$ cat config.mk
export PLATFORM = sky130hd
export DESIGN_NAME = rat_io_hub
export DESIGN_NICKNAME = d
export VERILOG_FILES = /design/src/rtl/rat_io_hub.sv
export SDC_FILE = /design/constraint.sdc
export NUM_CORES = 1
export LEC_CHECK = 0
export BUFFER_PORTS_ARGS = -buffer_cell sky130_fd_sc_hd__buf_4
export CAP_MARGIN = 20
export CORE_MARGIN = 1
export CORE_UTILIZATION = 49
export CTS_BUF_LIST = sky130_fd_sc_hd__clkbuf_4 sky130_fd_sc_hd__clkbuf_8
export DETAILED_ROUTE_END_ITERATION = 7
export MAX_ROUTING_LAYER = met4
export PLACE_DENSITY = 0.81
export SYNTH_ARGS = -nofsm -noshare
export SYNTH_HDL_FRONTEND = slang
export SYNTH_SLANG_ARGS = --single-unit
$ cat constraint.sdc
create_clock -name CLK -period 3 [get_ports CLK]
set_clock_uncertainty 0.2 [all_clocks]
set_input_delay 0.45 -clock CLK [delete_from_list [all_inputs] [get_ports CLK]]
set_output_delay 0.45 -clock CLK [all_outputs]
set_load 0.02 [all_outputs]
$ cat src/rtl/rat_io_hub.sv
`default_nettype none
// +----------------------------------------------------------------------------
// | rat_io_hub : port-mapped I/O hub for an 8-bit MCU (in/out ports, IRQ, clk-en)
// | Revision   : 1.0
// +----------------------------------------------------------------------------
module rat_io_hub #(
    parameter int         NUM_IN      = 4,
    parameter int         NUM_OUT     = 4,
    parameter int         NUM_IRQ     = 4,
    parameter logic [7:0] IN_BASE_ID  = 8'h20,
    parameter logic [7:0] OUT_BASE_ID = 8'h40,
    parameter logic [7:0] IRQ_MASK_ID = 8'hF0,
    parameter logic [7:0] IRQ_STAT_ID = 8'hF1,
    parameter int         CLK_DIV     = 2
) (
    input  logic                 CLK,
    input  logic                 RESET_N,
    output logic                 CPU_CLK_EN,
    input  logic [7:0]           PORT_ID,
    input  logic [7:0]           OUT_PORT,
    input  logic                 IO_STRB,
    output logic [7:0]           IN_PORT,
    input  logic [8*NUM_IN-1:0]  IN_DATA,
    output logic [8*NUM_OUT-1:0] OUT_DATA,
    input  logic [NUM_IRQ-1:0]   IRQ_SRC,
    output logic                 INTERRUPT
);

    localparam int               DIV_W    = (CLK_DIV > 1) ? $clog2(CLK_DIV) : 1;
    localparam logic [DIV_W-1:0] DIV_LAST = DIV_W'(CLK_DIV - 1);

    logic [DIV_W-1:0]   div_cnt;
    logic [7:0]         in_off;
    logic [7:0]         out_off;
    logic               hit_stat;
    logic               hit_mask;
    logic [NUM_OUT-1:0] hit_out;
    logic [NUM_IRQ-1:0] sync1;
    logic [NUM_IRQ-1:0] sync2;
    logic [NUM_IRQ-1:0] prev;
    logic [NUM_IRQ-1:0] mask;
    logic [NUM_IRQ-1:0] pending;
    logic [NUM_IRQ-1:0] rise;
    logic [NUM_IRQ-1:0] clr;

    always_ff @(posedge CLK) begin
        if (!RESET_N) begin
            div_cnt <= '0;
        end else if (div_cnt == DIV_LAST) begin
            div_cnt <= '0;
        end else begin
            div_cnt <= div_cnt + 1'b1;
        end
    end

    assign CPU_CLK_EN = (div_cnt == DIV_LAST);

    // Offsets wrap modulo 256, so a base near 8'hFF still decodes contiguously.
    assign in_off   = PORT_ID - IN_BASE_ID;
    assign out_off  = PORT_ID - OUT_BASE_ID;
    assign hit_stat = (PORT_ID == IRQ_STAT_ID);
    assign hit_mask = (PORT_ID == IRQ_MASK_ID) && !hit_stat;

    generate
        for (genvar k = 0; k < NUM_OUT; k++) begin : g_out
            logic [7:0] out_reg;

            assign hit_out[k] = (out_off == 8'(k)) && !hit_stat && !hit_mask;

            always_ff @(posedge CLK) begin
                if (!RESET_N) begin
                    out_reg <= '0;
                end else if (IO_STRB && hit_out[k]) begin
                    out_reg <= OUT_PORT;
                end
            end

            assign OUT_DATA[8*k +: 8] = out_reg;
        end
    endgenerate

    // Output-register IDs are write-only and shadow any overlapping input port.
    always_comb begin
        IN_PORT = 8'h00;
        if (hit_stat) begin
            IN_PORT = 8'(pending);
        end else if (hit_mask) begin
            IN_PORT = 8'(mask);
        end else if (!(|hit_out)) begin
            for (int k = 0; k < NUM_IN; k++) begin
                if (in_off == 8'(k)) begin
                    IN_PORT = IN_DATA[8*k +: 8];
                end
            end
        end
    end

    assign rise = sync2 & ~prev;
    assign clr  = (IO_STRB && hit_stat) ? OUT_PORT[NUM_IRQ-1:0] : '0;

    // A new edge is OR-ed in after the clear so that set wins on a collision.
    always_ff @(posedge CLK) begin
        if (!RESET_N) begin
            sync1     <= '0;
            sync2     <= '0;
            prev      <= '0;
            mask      <= '0;
            pending   <= '0;
            INTERRUPT <= 1'b0;
        end else begin
            sync1     <= IRQ_SRC;
            sync2     <= sync1;
            prev      <= sync2;
            if (IO_STRB && hit_mask) begin
                mask <= OUT_PORT[NUM_IRQ-1:0];
            end
            pending   <= (pending & ~clr) | rise;
            INTERRUPT <= |(pending & mask);
        end
    end

endmodule
`default_nettype wire

[Word level (Yosys, flattened, before mapping)]
Cells that the tools add are included.
W data, S select, Z words.
Word-level totals
  latch bits: 0
  memories: 0
  register bits: 54
  input port bits: 55
  memory bits (read-only): 0
  RAM bits: 0
  output and inout port bits: 42
Operators by class
  multiply operators: 0
  reductions and logical operators: 22
  add/sub/neg operators: 3
  equal/unequal tests: 8
  shift-type cells: 0
  multiplexer cells: 8
  bitwise logic cells: 7
  magnitude comparators: 0
  div/mod/pow operators: 0
Operator list (number)
  $mux W8: 7
  $eq A8 B2 Y1 const B: 4
  $eq A8 B1 Y1 const B: 2
  $eq A8 B8 Y1 const B: 2
  $logic_not A8 Y1: 2
  $logic_and A1 B1 Y1: 15
  $and A4 B4 Y4: 3
  $not A4 Y4: 2
  $reduce_or A4 Y1: 2
  $sub A8 B6 Y8 const B: 1
  $sub A8 B7 Y8 const B: 1
  $mux W4: 1
  $or A4 B4 Y4: 1
  $logic_not A1 Y1: 2
  $reduce_or A2 Y1: 1
  $add A1 B1 Y1 const B: 1
  $not A1 Y1: 1

[Depth between registers and ports, before layout]
Gate-level depths: netlist of run 1.
  depth after elaboration: 9
  mapped depth: 7
  gate-level depth less buffers: 6

[Least setup slack after synthesis of run 1]
Ideal clock, no wire load.
  path type: input to output
  start point: input PORT_ID[1]
  end point: output IN_PORT[0]
  buffers on the path: 2
  arrival: 1904 ps
  path slack: 446 ps
  stages on the path: 6
  cell sequence: buf_6 -> or3_4 -> buf_6 -> nor2_1 -> o21ai_0 -> a2bb2oi_1
On the way
  word-level cells in the longest chain between the ends: 9
  elaborated cells on any way between the ends: 31
  those cells by class: 2 x add/sub; 8 x eq/ne; 7 x mux; 14 x reduce/logical
Ends and longest elaborated chain
  start, declared: RTL line 19  | input logic [7:0] PORT_ID,
  $sub A8 B6 Y8 or $eq A8 B8 Y1 (tied branches): RTL line 59, 61
  $logic_not A8 Y1 or $logic_not A1 Y1 (tied branches): RTL line 91, 62, 68
  $mux W8 or $logic_and A1 B1 Y1 (tied branches): RTL line 91, 62
  $mux W8 or $logic_not A1 Y1 (tied branches): RTL line 91, 68
  $mux W8 or $logic_and A1 B1 Y1 (tied branches): RTL line 91, 68
  $mux W8 or $reduce_or A4 Y1 (tied branches): RTL line 91, 89
  $mux W8: RTL line 89  | end else if (!(|hit_out)) begin
  $mux W8: RTL line 87  | end else if (hit_mask) begin
  $mux W8 *: RTL line 85  | if (hit_stat) begin
  end, declared: RTL line 22  | output logic [7:0] IN_PORT,
Mark *: on every way between the ends. The rest lies on a longest branch, timed or not.

[Final worst setup path of run 1]
  start point: input PORT_ID[5]
  end point: output IN_PORT[3]
The elaborated chain is that of the path after synthesis.

==> results of run 1 <==
## cell type report
type,instances,area [um2],share of cell area
sequential,54,1081,0.3321
multi-input combinational,169,1230,0.3778
inverter,3,11.26,0.003459
tap,67,83.83,0.02575
clock buffer,7,90.09,0.02767
timing repair buffer,100,750.7,0.2306
clock inverter,1,8.758,0.002690
## layer usage
metal	vias up	track usage	routed length, um
met2	71	0.3176	2382
li1	1027	-	-
met1	951	0.2801	2518
met4	0	0.06754	64
met5	-	-	0
met3	7	0.04219	335
## cell usage after synthesis, drive strengths merged, types with 2 or more instances
cell     count  share of area
dfxtp       54           0.45
mux2i       45           0.19
nand2       34          0.053
nor2b       18          0.047
and2        13          0.034
clkbuf      11          0.018
o21ai        9          0.019
nand4        5          0.013
nor2         5         0.0078
a22o         4          0.015
a31o         4          0.015
and3b        4          0.015
nor3         4          0.020
a2bb2oi      3          0.011
buf          3          0.012
inv          3         0.0047
o211ai       3         0.0094
o22ai        3         0.0078
a22oi        2         0.0063
nand4bb      2         0.0094
nor4         2          0.012
## cell families after synthesis
logic type / count (synthesis) / share of synthesized area
multiplexers: 45 / 0.1883
AO/OA/AOI/OAI: 31 / 0.09257
XOR/XNOR: 1 / 0.003662
AND/OR/NAND/NOR: 91 / 0.2244
buffers and inverters: 17 / 0.03399
adder cells (fa/ha/maj): 1 / 0.005229
flip-flops: 54 / 0.4519
## layout by cell type, fill, tap and decap left out
cell type,Yosys,routed
buf_4,0,100
dfxtp_1,54,54
mux2i_1,45,45
nand2_1,34,34
nor2b_1,18,18
and2_1,13,13
o21ai_0,9,9
clkbuf_8,0,6
nand4_1,5,5
nor2_1,5,5
a22o_1,4,4
and3b_1,4,4
a31o_2,4,4
inv_1,3,3
o22ai_1,3,3
o211ai_1,3,3
a2bb2oi_1,3,3
nand4bb_1,2,2
nor3_4,2,2
a22oi_1,2,2
or3_4,1,1
xor2_1,1,1
nor3_1,1,1
o2111ai_1,1,1
o31ai_1,1,1
or3b_2,1,1
nor4_1,1,1
and3_1,1,1
nand2b_1,1,1
nor4_4,1,1
nor3_2,1,1
a21boi_0,1,1
ha_1,1,1
inv_6,0,1
clkbuf_4,0,1
## worst register-to-register path: stages, from the launching register on
cell     delay (ns)
dfxtp_1        0.31
and3b_1        0.18
a31o_2         0.21
## how the worst max path moves through the flow
| stage | start | endpoint | cells after the start |
|---|---|---|---|
| global placement | PORT_ID[5] | IN_PORT[4] | 8 |
| detailed placement | PORT_ID[5] | IN_PORT[3] | 8 |
| finish | PORT_ID[5] | IN_PORT[3] | 8 |
| CTS | PORT_ID[5] | IN_PORT[3] | 8 |
| global route | PORT_ID[5] | IN_PORT[3] | 8 |
| floorplan | PORT_ID[1] | IN_PORT[0] | 6 |
## metrics by stage
step / std cells / total power (uW)
2_1_floorplan: 240 / 815.1
3_5_place_dp: 393 / 889.4
3_3_place_gp: 393 / 887.7
5_1_grt: 401 / 1353
6_report: 401 / 1305
4_1_cts: 401 / 1319
## power by group through the flow
| stage | Sequential [uW] | Combinational, uW | Clock, uW |
|---|---|---|---|
| final | 732 | 142 | 432 |
| after global routing | 733 | 153 | 466 |
| after CTS | 732 | 141 | 445 |
| after detailed placement | 749 | 141 | 0 |
| after global placement | 749 | 139 | 0 |
| after floorplan | 749 | 65.7 | 0 |
==> impl_results.md, run 1 <==
- Utilization after layout: 0.6893
- WP buf/inv: 3
- Worst setup SP type: input pin
- Design Area, Final: 3256 um2
- Number of flip-flops in the largest register: 32
- Clock Path Buffers: 2
- Post-Syn Nets: just under 300
- DRC: 0
- Kind of critical path: in -> out
- Resize count post-CTS: 0
- Clock latency on the worst-skew pair: roughly 0.3 ns
- DP Area: 3157 um2
- R2R cell count: 2
- H-tree Lvls: 2
- Synth cell types: 35
- Critical path required time: 2.35 ns
- Pin count of the biggest net entering global routing: 67
- GP Congestion: between 0.7 and 0.8
- Sw Pwr: 301.4 uW
- FF-to-FF End: pending[3]
- F_max: around 0.38 GHz
- Worst path arrival time: 2.01 ns
- Outcome: complete, no violations
- Worst r2r src: sync2[3]
- Clock sinks: between 50 and 60
- Die Span Y: between 70 and 80 um
- Hold path depth: 2
- Layout area overhead: 36.09%
- Initial antenna violation count: 0
- Die area: approximately 5200 um2
- I/O Buffers: 96
- Fin crit period: ~2.7 ns
- Fin Hold WS: approximately 0.14 ns
- Fillcell total: roughly 400
- Drt pass-1 iters: 7
- RSZ-0062 raised after global routing: false
- Final setup TNS: 0 ns
- Root Buffer: clkbuf_8
- WHS Endpoint: sync1[3]
- Clock Power Share: 0.331
- Flop2flop setup slack: 2.00 ns
- Worst ir drop on vdd: slightly below 0.4 mV
- Critical path's top delay family: simple AND/OR/NAND/NOR gates
- MaxCap Viol Count: 0
- Beginning of the worst hold path: IRQ_SRC[3]
- DR iter-0 viols: 55
- Prevailing post-synth register cell: dfxtp_1
- Setup violators final: 0
- Crit-path cells: buf_4, inv_1, ha_1, xor2_1, nor3_1, o211ai_1, a2bb2oi_1, buf_4
- Total Wirelength: approximately 5300 um
- Via-to-Cell Ratio: between 5 and 6
- Die width: 71.87 um
- Mapped cell area: around 2400 um2
- Max stage delay on crit path: around 0.43 ns
- Yosys warning count: 0
- Seq/Total Area, Yosys: 0.4519
- Clk slew on worst S/H paths: about 0.09 ns
- I/O Pins: 97
- Cell internal pwr: 1004 uW
- # diodes: 0
- Routed Antenna Nets: 0
- Fin crit share: 0.8876
- Postcts setup bufs: 0
- Post-Place Worst Slack: about 0.35 ns
- Asr flop ratio synth: 0
- Nets: slightly below 400
- Hold-fix buffers at CTS: 0
- PD cells: 400.9 nW/um2
- Worst slew pin tran: slightly below 0.6 ns
- Critical path fanouts, max: 5
- Slew margin rel.: 0.6048
- Register share of total power: 0.561
- GRT overflow: 0
- CTS Buf Count: 5
- Fin worst setup slack: around 0.34 ns
- Hold WC Path Type: in -> reg
- Leakage power total: between 0.001 and 0.0015 uW
- EDFF count, synth: 0
- Most frequent CP cell: buf_4
- Critical Path Slowest Stage Cell: nor3_1
- Post-synthesis register bit count: 54
- Routed WL per cell: about 13 um
- Hold Fails Final Rpt: 0
- Net Sw Frac: 0.2309
- FP Rows: 25
- Via Count: 2056
- Core area: around 4700 um2
- Layout cell share with drive strength beyond 1: 0.3533
- Slew Viols, Final: 0
- Vias in the first global route: approximately 1700
- TritonCTS clock tree: built
- Mean Syn Cell Area: roughly 10 um2
- Synth Instances: 240
- Starting Density: 0.5065
- GRT Overall Usage: 0.2091
- Gate power share: 0.108
- Critical Path End Type: output pin
- First-pass GRT wire length: roughly 8200 um
- HPWL after detailed placement: between 3000 and 4000 um
No activity file was read; power rests on OpenSTA's default activity.
==> inputs of run 2 (changes only) <==
--- a/config.mk
+++ b/config.mk
@@ -8,11 +8,11 @@
 export BUFFER_PORTS_ARGS = -buffer_cell sky130_fd_sc_hd__buf_4
 export CAP_MARGIN = 20
 export CORE_MARGIN = 1
-export CORE_UTILIZATION = 49
+export CORE_UTILIZATION = 40
 export CTS_BUF_LIST = sky130_fd_sc_hd__clkbuf_4 sky130_fd_sc_hd__clkbuf_8
 export DETAILED_ROUTE_END_ITERATION = 7
 export MAX_ROUTING_LAYER = met4
-export PLACE_DENSITY = 0.81
+export PLACE_DENSITY = 0.68
 export SYNTH_ARGS = -nofsm -noshare
 export SYNTH_HDL_FRONTEND = slang
 export SYNTH_SLANG_ARGS = --single-unit
==> run 2 against run 1 <==
Count of clock-buffer cells in the layout decreased by 2. Non-clock buffer count unchanged. Final cell count increased by 1.2%. Clock power increased by 16%. Routed wire length increased by 6.2%. Via count decreased by 1.2%. Utilization decreased by 11 points. Cell area increased by 0.77%. Critical endpoint unchanged. Highest routed layer unchanged.
==> impl_results.md, run 2 (synthesized netlist as in run 1, its figures left out) <==
- FF-to-FF End: INTERRUPT
- Outcome: complete, no violations
- Commonest non-fill, non-tap cells in the layout: 100 x buf_4, 54 x dfxtp_1, 45 x mux2i_1
- Core area: 5642 um2 (+19%)
- Leakage power total: 0.001377 uW (+0.29%)
- Slew margin rel.: 0.6083 (+0.003571)
- Via Count: 2031 (-1.2%)
- Drt pass-1 iters: 4 (-3)
- Resize count post-CTS: 0 (unchanged)
- Fin crit period: 2.770 ns (+0.1073 ns)
- Worst r2r src: pending[2]
- GP Congestion: 0.7886 (-0.42%)
- Worst slew pin tran: 0.5856 ns (-0.005339 ns)
- Slew Viols, Final: 0 (unchanged)
- Fillcell total: 503 (+28%)
- Critical path's top delay family: simple AND/OR/NAND/NOR gates
- Post-Place Worst Slack: 0.2764 ns (-0.07407 ns)
- Critical path fanouts, max: 5 (unchanged)
- Flop2flop setup slack: 1.96 ns (-0.04 ns)
- Postcts setup bufs: 0 (unchanged)
- Hold Fails Final Rpt: 0 (unchanged)
- Initial antenna violation count: 0 (unchanged)
- Hold WC Path Type: in -> reg
- Layout area overhead: 37.13%
- HPWL after detailed placement: 4139 um (+7.6%)
- Clock Path Buffers: 2 (unchanged)
- CTS Buf Count: 5 (unchanged)
- Starting Density: 0.4240 (-0.08245)
- I/O Pins: 97 (unchanged)
- Fin worst setup slack: 0.2299 ns (-0.1073 ns)
- RSZ-0062 raised after global routing: false
- FP Rows: 27 (+8.0%)
- WP buf/inv: 3 (unchanged)
- # diodes: 0 (unchanged)
- Worst ir drop on vdd: 0.2646 mV (-33%)
- WP depth: 8 (unchanged)
- Fin crit share: 0.9234 (+0.03575)
- DRC: 0 (unchanged)
- Die area: 6294 um2 (+22%)
- Routed WL per cell: 13.86 um (+4.8%)
- Vias in the first global route: 1866 (+7.6%)
- First-pass GRT wire length: 8845 um (+7.4%)
- Final Non-Filler Cells: 406 (+1.2%)
- Worst setup SP type: input pin
- Nets: 389 (unchanged)
- Via-to-Cell Ratio: 5.002 (-2.4%)
- TritonCTS clock tree: built
- Kind of critical path: in -> out
- Die width: 79.34 um (+10%)
- Die Span Y: 79.34 um (+10%)
- Final setup TNS: 0 ns (unchanged)
- Clock latency on the worst-skew pair: 0.30 ns (about the same)
- F_max: 0.3610 GHz (-3.9%)
- Routed Antenna Nets: 0 (unchanged)
- Crit path launch: PORT_ID[5]
- Root Buffer: clkbuf_8
- Most frequent CP cell: buf_4
- Placed cells: 398 (+1.3%)
- Commonest non-fill, non-tap cell in the layout: buf_4
- Critical Path End Type: output pin
- PD cells: 419.1 nW/um2 (+4.5%)
- Critical Path Slowest Stage Cell: nor3_1
- Hold-fix buffers at CTS: 0 (unchanged)
- MaxCap Viol Count: 0 (unchanged)
- Setup violators final: 0 (unchanged)
- DR iter-0 viols: 85 (+55%)
- Worst Setup EP: IN_PORT[3]
- Number of flip-flops in the largest register: 32 (unchanged)
- GRT Overall Usage: 0.1849 (-0.02422)
- Pin count of the biggest net entering global routing: 67 (unchanged)
- Critical path required time: 2.35 ns (about the same)
- R2R cell count: 2 (unchanged)
- Clk slew on worst S/H paths: 0.10 ns (about the same)
- H-tree Lvls: 2 (unchanged)
- Crit-path cells: buf_4, inv_1, ha_1, xor2_1, nor3_1, o211ai_1, a2bb2oi_1, buf_4
- Total Wirelength: 5626 um (+6.2%)
- I/O Buffers: 96 (unchanged)
- GRT overflow: 0 (unchanged)
- Max stage delay on crit path: 0.47 ns (+0.04 ns)
- Worst path arrival time: 2.12 ns (+0.11 ns)
- Layout cell share with drive strength beyond 1: 0.3533 (unchanged)
- Clock sinks: 54 (unchanged)
[run 2: worst min-delay path by stage]
| stage | startpoint | to | slack [ns] | depth (start not counted) |
|---|---|---|---|---|
| after floorplan | sync1[0] | sync2[0] | 0.21 | 1 |
| after global placement | CPU_CLK_EN | CPU_CLK_EN | 0.20 | 1 |
| after detailed placement | CPU_CLK_EN | CPU_CLK_EN | 0.21 | 1 |
| after CTS | IRQ_SRC[3] | sync1[3] | 0.14 | 2 |
| after global routing | IRQ_SRC[1] | sync1[1] | 0.13 | 2 |
| final | IRQ_SRC[3] | sync1[3] | 0.14 | 2 |
[run 2: layer usage]
metal,vias up,wire [um],GRT usage
met4,0,68,0.05818
met2,68,2541,0.2957
li1,1022,-,-
met5,-,0,-
met1,934,2689,0.2405
met3,7,328,0.02759
[run 2: worst reg2reg max path, delay by kind of cell, from the launching register on]
| family | cells | cell delay [ns] |
|---|---|---|
| flops | 1 | 0.40 |
| compound gates | 2 | 0.35 |
[run 2: report_power, final]
group | switching (uW) | leakage, uW | total, uW | internal, uW
registers | 4.93 | 0.000438 | 732 | 727
logic | 65.7 | 0.000883 | 142 | 76.5
clock network | 246 | 0.0000563 | 500 | 254
[run 2: through the flow]
stage	power [uW]	utilization	cell area (um2)	hold WS, ns
after detailed placement	891.2	0.5607	3163	0.2085
after floorplan	815.1	-	2392	0.2119
after global routing	1432	0.5815	3281	0.1318
after CTS	1386	0.5815	3281	0.1351
after global placement	889.3	0.5607	3163	0.2042
final	1375	0.5815	3281	0.1432
[run 2: area by class of cell]
class	instances	area [um2]	area share
repair buffers	100	750.7	0.2288
multi-input cells	169	1230	0.3749
clock inverters	3	48.80	0.01487
flip-flops and latches	54	1081	0.3295
clock buffers	5	68.82	0.02098
well taps	72	90.09	0.02746
inverters	3	11.26	0.003432
==> inputs of run 3 (changes only) <==
--- a/config.mk
+++ b/config.mk
@@ -7,12 +7,14 @@
 export LEC_CHECK = 0
 export BUFFER_PORTS_ARGS = -buffer_cell sky130_fd_sc_hd__buf_4
 export CAP_MARGIN = 20
+export CELL_PAD_IN_SITES_DETAIL_PLACEMENT = 0
+export CELL_PAD_IN_SITES_GLOBAL_PLACEMENT = 1
 export CORE_MARGIN = 1
-export CORE_UTILIZATION = 40
+export CORE_UTILIZATION = 39
 export CTS_BUF_LIST = sky130_fd_sc_hd__clkbuf_4 sky130_fd_sc_hd__clkbuf_8
 export DETAILED_ROUTE_END_ITERATION = 7
 export MAX_ROUTING_LAYER = met4
-export PLACE_DENSITY = 0.68
+export PLACE_DENSITY_LB_ADDON = 0.1
 export SYNTH_ARGS = -nofsm -noshare
 export SYNTH_HDL_FRONTEND = slang
 export SYNTH_SLANG_ARGS = --single-unit
==> run 3 against run 2 <==
First-iteration DRC count is 12% lower. Fmax is 3.4% higher. Non-clock buffer count did not move. Routed wire length down 0.52%. Die area is 2.5% higher. Critical endpoint unchanged.
==> impl_results.md, run 3 (synthesized netlist as in run 1, its figures left out) <==
- Outcome: complete, no violations
- Starting Density: 0.4041 (-0.01998)
- Fin crit share: 0.8933 (-0.03008)
- I/O Buffers: 96 (unchanged)
- FF-to-FF End: pending[2]
- Area taken by multi-input logic gates: 1230 um2 (unchanged)
- Commonest non-fill, non-tap cell in the layout: buf_4
- DR iter-0 viols: 75 (-12%)
- Leakage power total: 0.001382 uW (+0.40%)
- Worst ir drop on vdd: 0.3447 mV (+30%)
- Via Count: 1988 (-2.1%)
- Hold-fix buffers at CTS: 0 (unchanged)
- Clock Power Share: 0.368 (+0.004)
- H-tree Lvls: 2 (unchanged)
- Worst path arrival time: 2.03 ns (-0.09 ns)
- CTS Buf Count: 5 (unchanged)
- Crit path launch: PORT_ID[5]
- Setup violators final: 0 (unchanged)
- Hold Fails Final Rpt: 0 (unchanged)
- Critical path's top delay family: simple AND/OR/NAND/NOR gates
- F_max: 0.3732 GHz (+3.4%)
- Number of flip-flops in the largest register: 32 (unchanged)
- GP Congestion: 0.7563 (-4.1%)
- Worst Setup EP: IN_PORT[3]
- Clock latency on the worst-skew pair: 0.30 ns (about the same)
- Critical path fanouts, max: 5 (unchanged)
- MaxCap Viol Count: 0 (unchanged)
- Clock sinks: 54 (unchanged)
- Die area: 6451 um2 (+2.5%)
- Net Sw Frac: 0.2215 (-0.008809)
- Crit-path cells: buf_4, inv_1, ha_1, xor2_1, nor3_1, o211ai_1, a2bb2oi_1, buf_4
- TritonCTS clock tree: built
- Vias in the first global route: 1800 (-3.5%)
- Drt pass-1 iters: 4 (unchanged)
- Layout area overhead: 37.45%
- Critical path required time: 2.35 ns (about the same)
- Fillcell total: 552 (+9.7%)
- # diodes: 0 (unchanged)
- Kind of critical path: in -> out
- GRT Overall Usage: 0.1826 (-0.002250)
- Final setup TNS: 0 ns (unchanged)
- Postcts setup bufs: 0 (unchanged)
- Gate power share: 0.103 (about the same)
- Flop2flop setup slack: 2.01 ns (+0.05 ns)
- Sw Pwr: 307.0 uW (-3.1%)
- FP Rows: 28 (+3.7%)
- Die width: 80.32 um (+1.2%)
- DP Area: 3167 um2 (+0.12%)
- Fin crit period: 2.680 ns (-0.09025 ns)
- Design Area, Final: 3288 um2 (+0.23%)
- Root Buffer: clkbuf_8
- WP depth: 8 (unchanged)
- Most frequent CP cell: buf_4
- Core area: 5921 um2 (+4.9%)
- Via-to-Cell Ratio: 4.861 (-2.8%)
- Critical Path Slowest Stage Cell: nor3_1
- Clock Path Buffers: 2 (unchanged)
- Critical Path End Type: output pin
- Commonest non-fill, non-tap cells in the layout: 100 x buf_4, 54 x dfxtp_1, 45 x mux2i_1
- Cell internal pwr: 1079 uW (+1.9%)
- Worst r2r src: sync2[2]
- Worst slew pin tran: 0.6137 ns (+0.02815 ns)
- Initial antenna violation count: 0 (unchanged)
- RSZ-0062 raised after global routing: false
- R2R cell count: 2 (unchanged)
- Total Wirelength: 5597 um (-0.52%)
- Max stage delay on crit path: 0.43 ns (-0.04 ns)
- Layout cell share with drive strength beyond 1: 0.3533 (unchanged)
- I/O Pins: 97 (unchanged)
- Slew Viols, Final: 0 (unchanged)
- Routed WL per cell: 13.68 um (-1.2%)
- WP buf/inv: 3 (unchanged)
- Worst setup SP type: input pin
- Pin count of the biggest net entering global routing: 67 (unchanged)
- Resize count post-CTS: 0 (unchanged)
- Register share of total power: 0.528 (-0.005)
- Die Span Y: 80.32 um (+1.2%)
- Hold WC Path Type: in -> reg
- Nets: 389 (unchanged)
- Clk slew on worst S/H paths: 0.09 ns (about the same)
- Reg area: 1081 um2 (unchanged)
- GRT overflow: 0 (unchanged)
- First-pass GRT wire length: 8763 um (-0.93%)
- Routed Antenna Nets: 0 (unchanged)
- PD cells: 421.4 nW/um2 (+0.55%)
- HPWL after detailed placement: 4099 um (-0.98%)
- Fin Hold WS: 0.1489 ns (+0.005688 ns)
- Slew margin rel.: 0.5895 (-0.01883)
- DRC: 0 (unchanged)
run 3: area by class of cell:
class / instances / share of cell area
flip-flops and latches: 54 / 0.3288
well taps: 75 / 0.02854
repair buffers: 100 / 0.2283
clock buffers: 6 / 0.02511
clock inverters: 2 / 0.01180
multi-input cells: 169 / 0.3740
inverters: 3 / 0.003425
run 3: how the worst min path moves through the flow:
stage | from | end | slack, ns | cells past startpoint
final | IRQ_SRC[3] | sync1[3] | 0.15 | 2
after global routing | IRQ_SRC[3] | sync1[3] | 0.13 | 2
after CTS | IRQ_SRC[2] | sync1[2] | 0.14 | 2
after detailed placement | CPU_CLK_EN | CPU_CLK_EN | 0.20 | 1
after global placement | CPU_CLK_EN | CPU_CLK_EN | 0.20 | 1
after floorplan | sync1[0] | sync2[0] | 0.21 | 1
run 3: routing by layer:
metal / global-route usage / wire [um]
met5: - / 0
met4: 0.04286 / 49
met3: 0.04432 / 361
met2: 0.2658 / 2399
met1: 0.2544 / 2786
run 3: worst register-to-register path: stages, from the launching register on:
cell and delay (ns):
dfxtp_1 0.32, and3b_1 0.18, a31o_2 0.20
run 3: through the flow:
step             util  worst slack (ns)  instances  power (uW)
3_5_place_dp   0.5349            0.3492        401       892.2
6_report       0.5554            0.3201        409        1386
2_1_floorplan       -            0.4461        240       815.1
5_1_grt        0.5554            0.2049        409        1455
3_3_place_gp   0.5349            0.4125        401       891.6
4_1_cts        0.5554            0.3599        409        1403
run 3: power by group through the flow:
stage | Sequential, uW | Clock [uW] | Combinational [uW]
6_report | 732 | 510 | 143
5_1_grt | 734 | 565 | 156
4_1_cts | 732 | 527 | 143
3_5_place_dp | 749 | 0 | 143
3_3_place_gp | 749 | 0 | 143
2_1_floorplan | 749 | 0 | 65.7
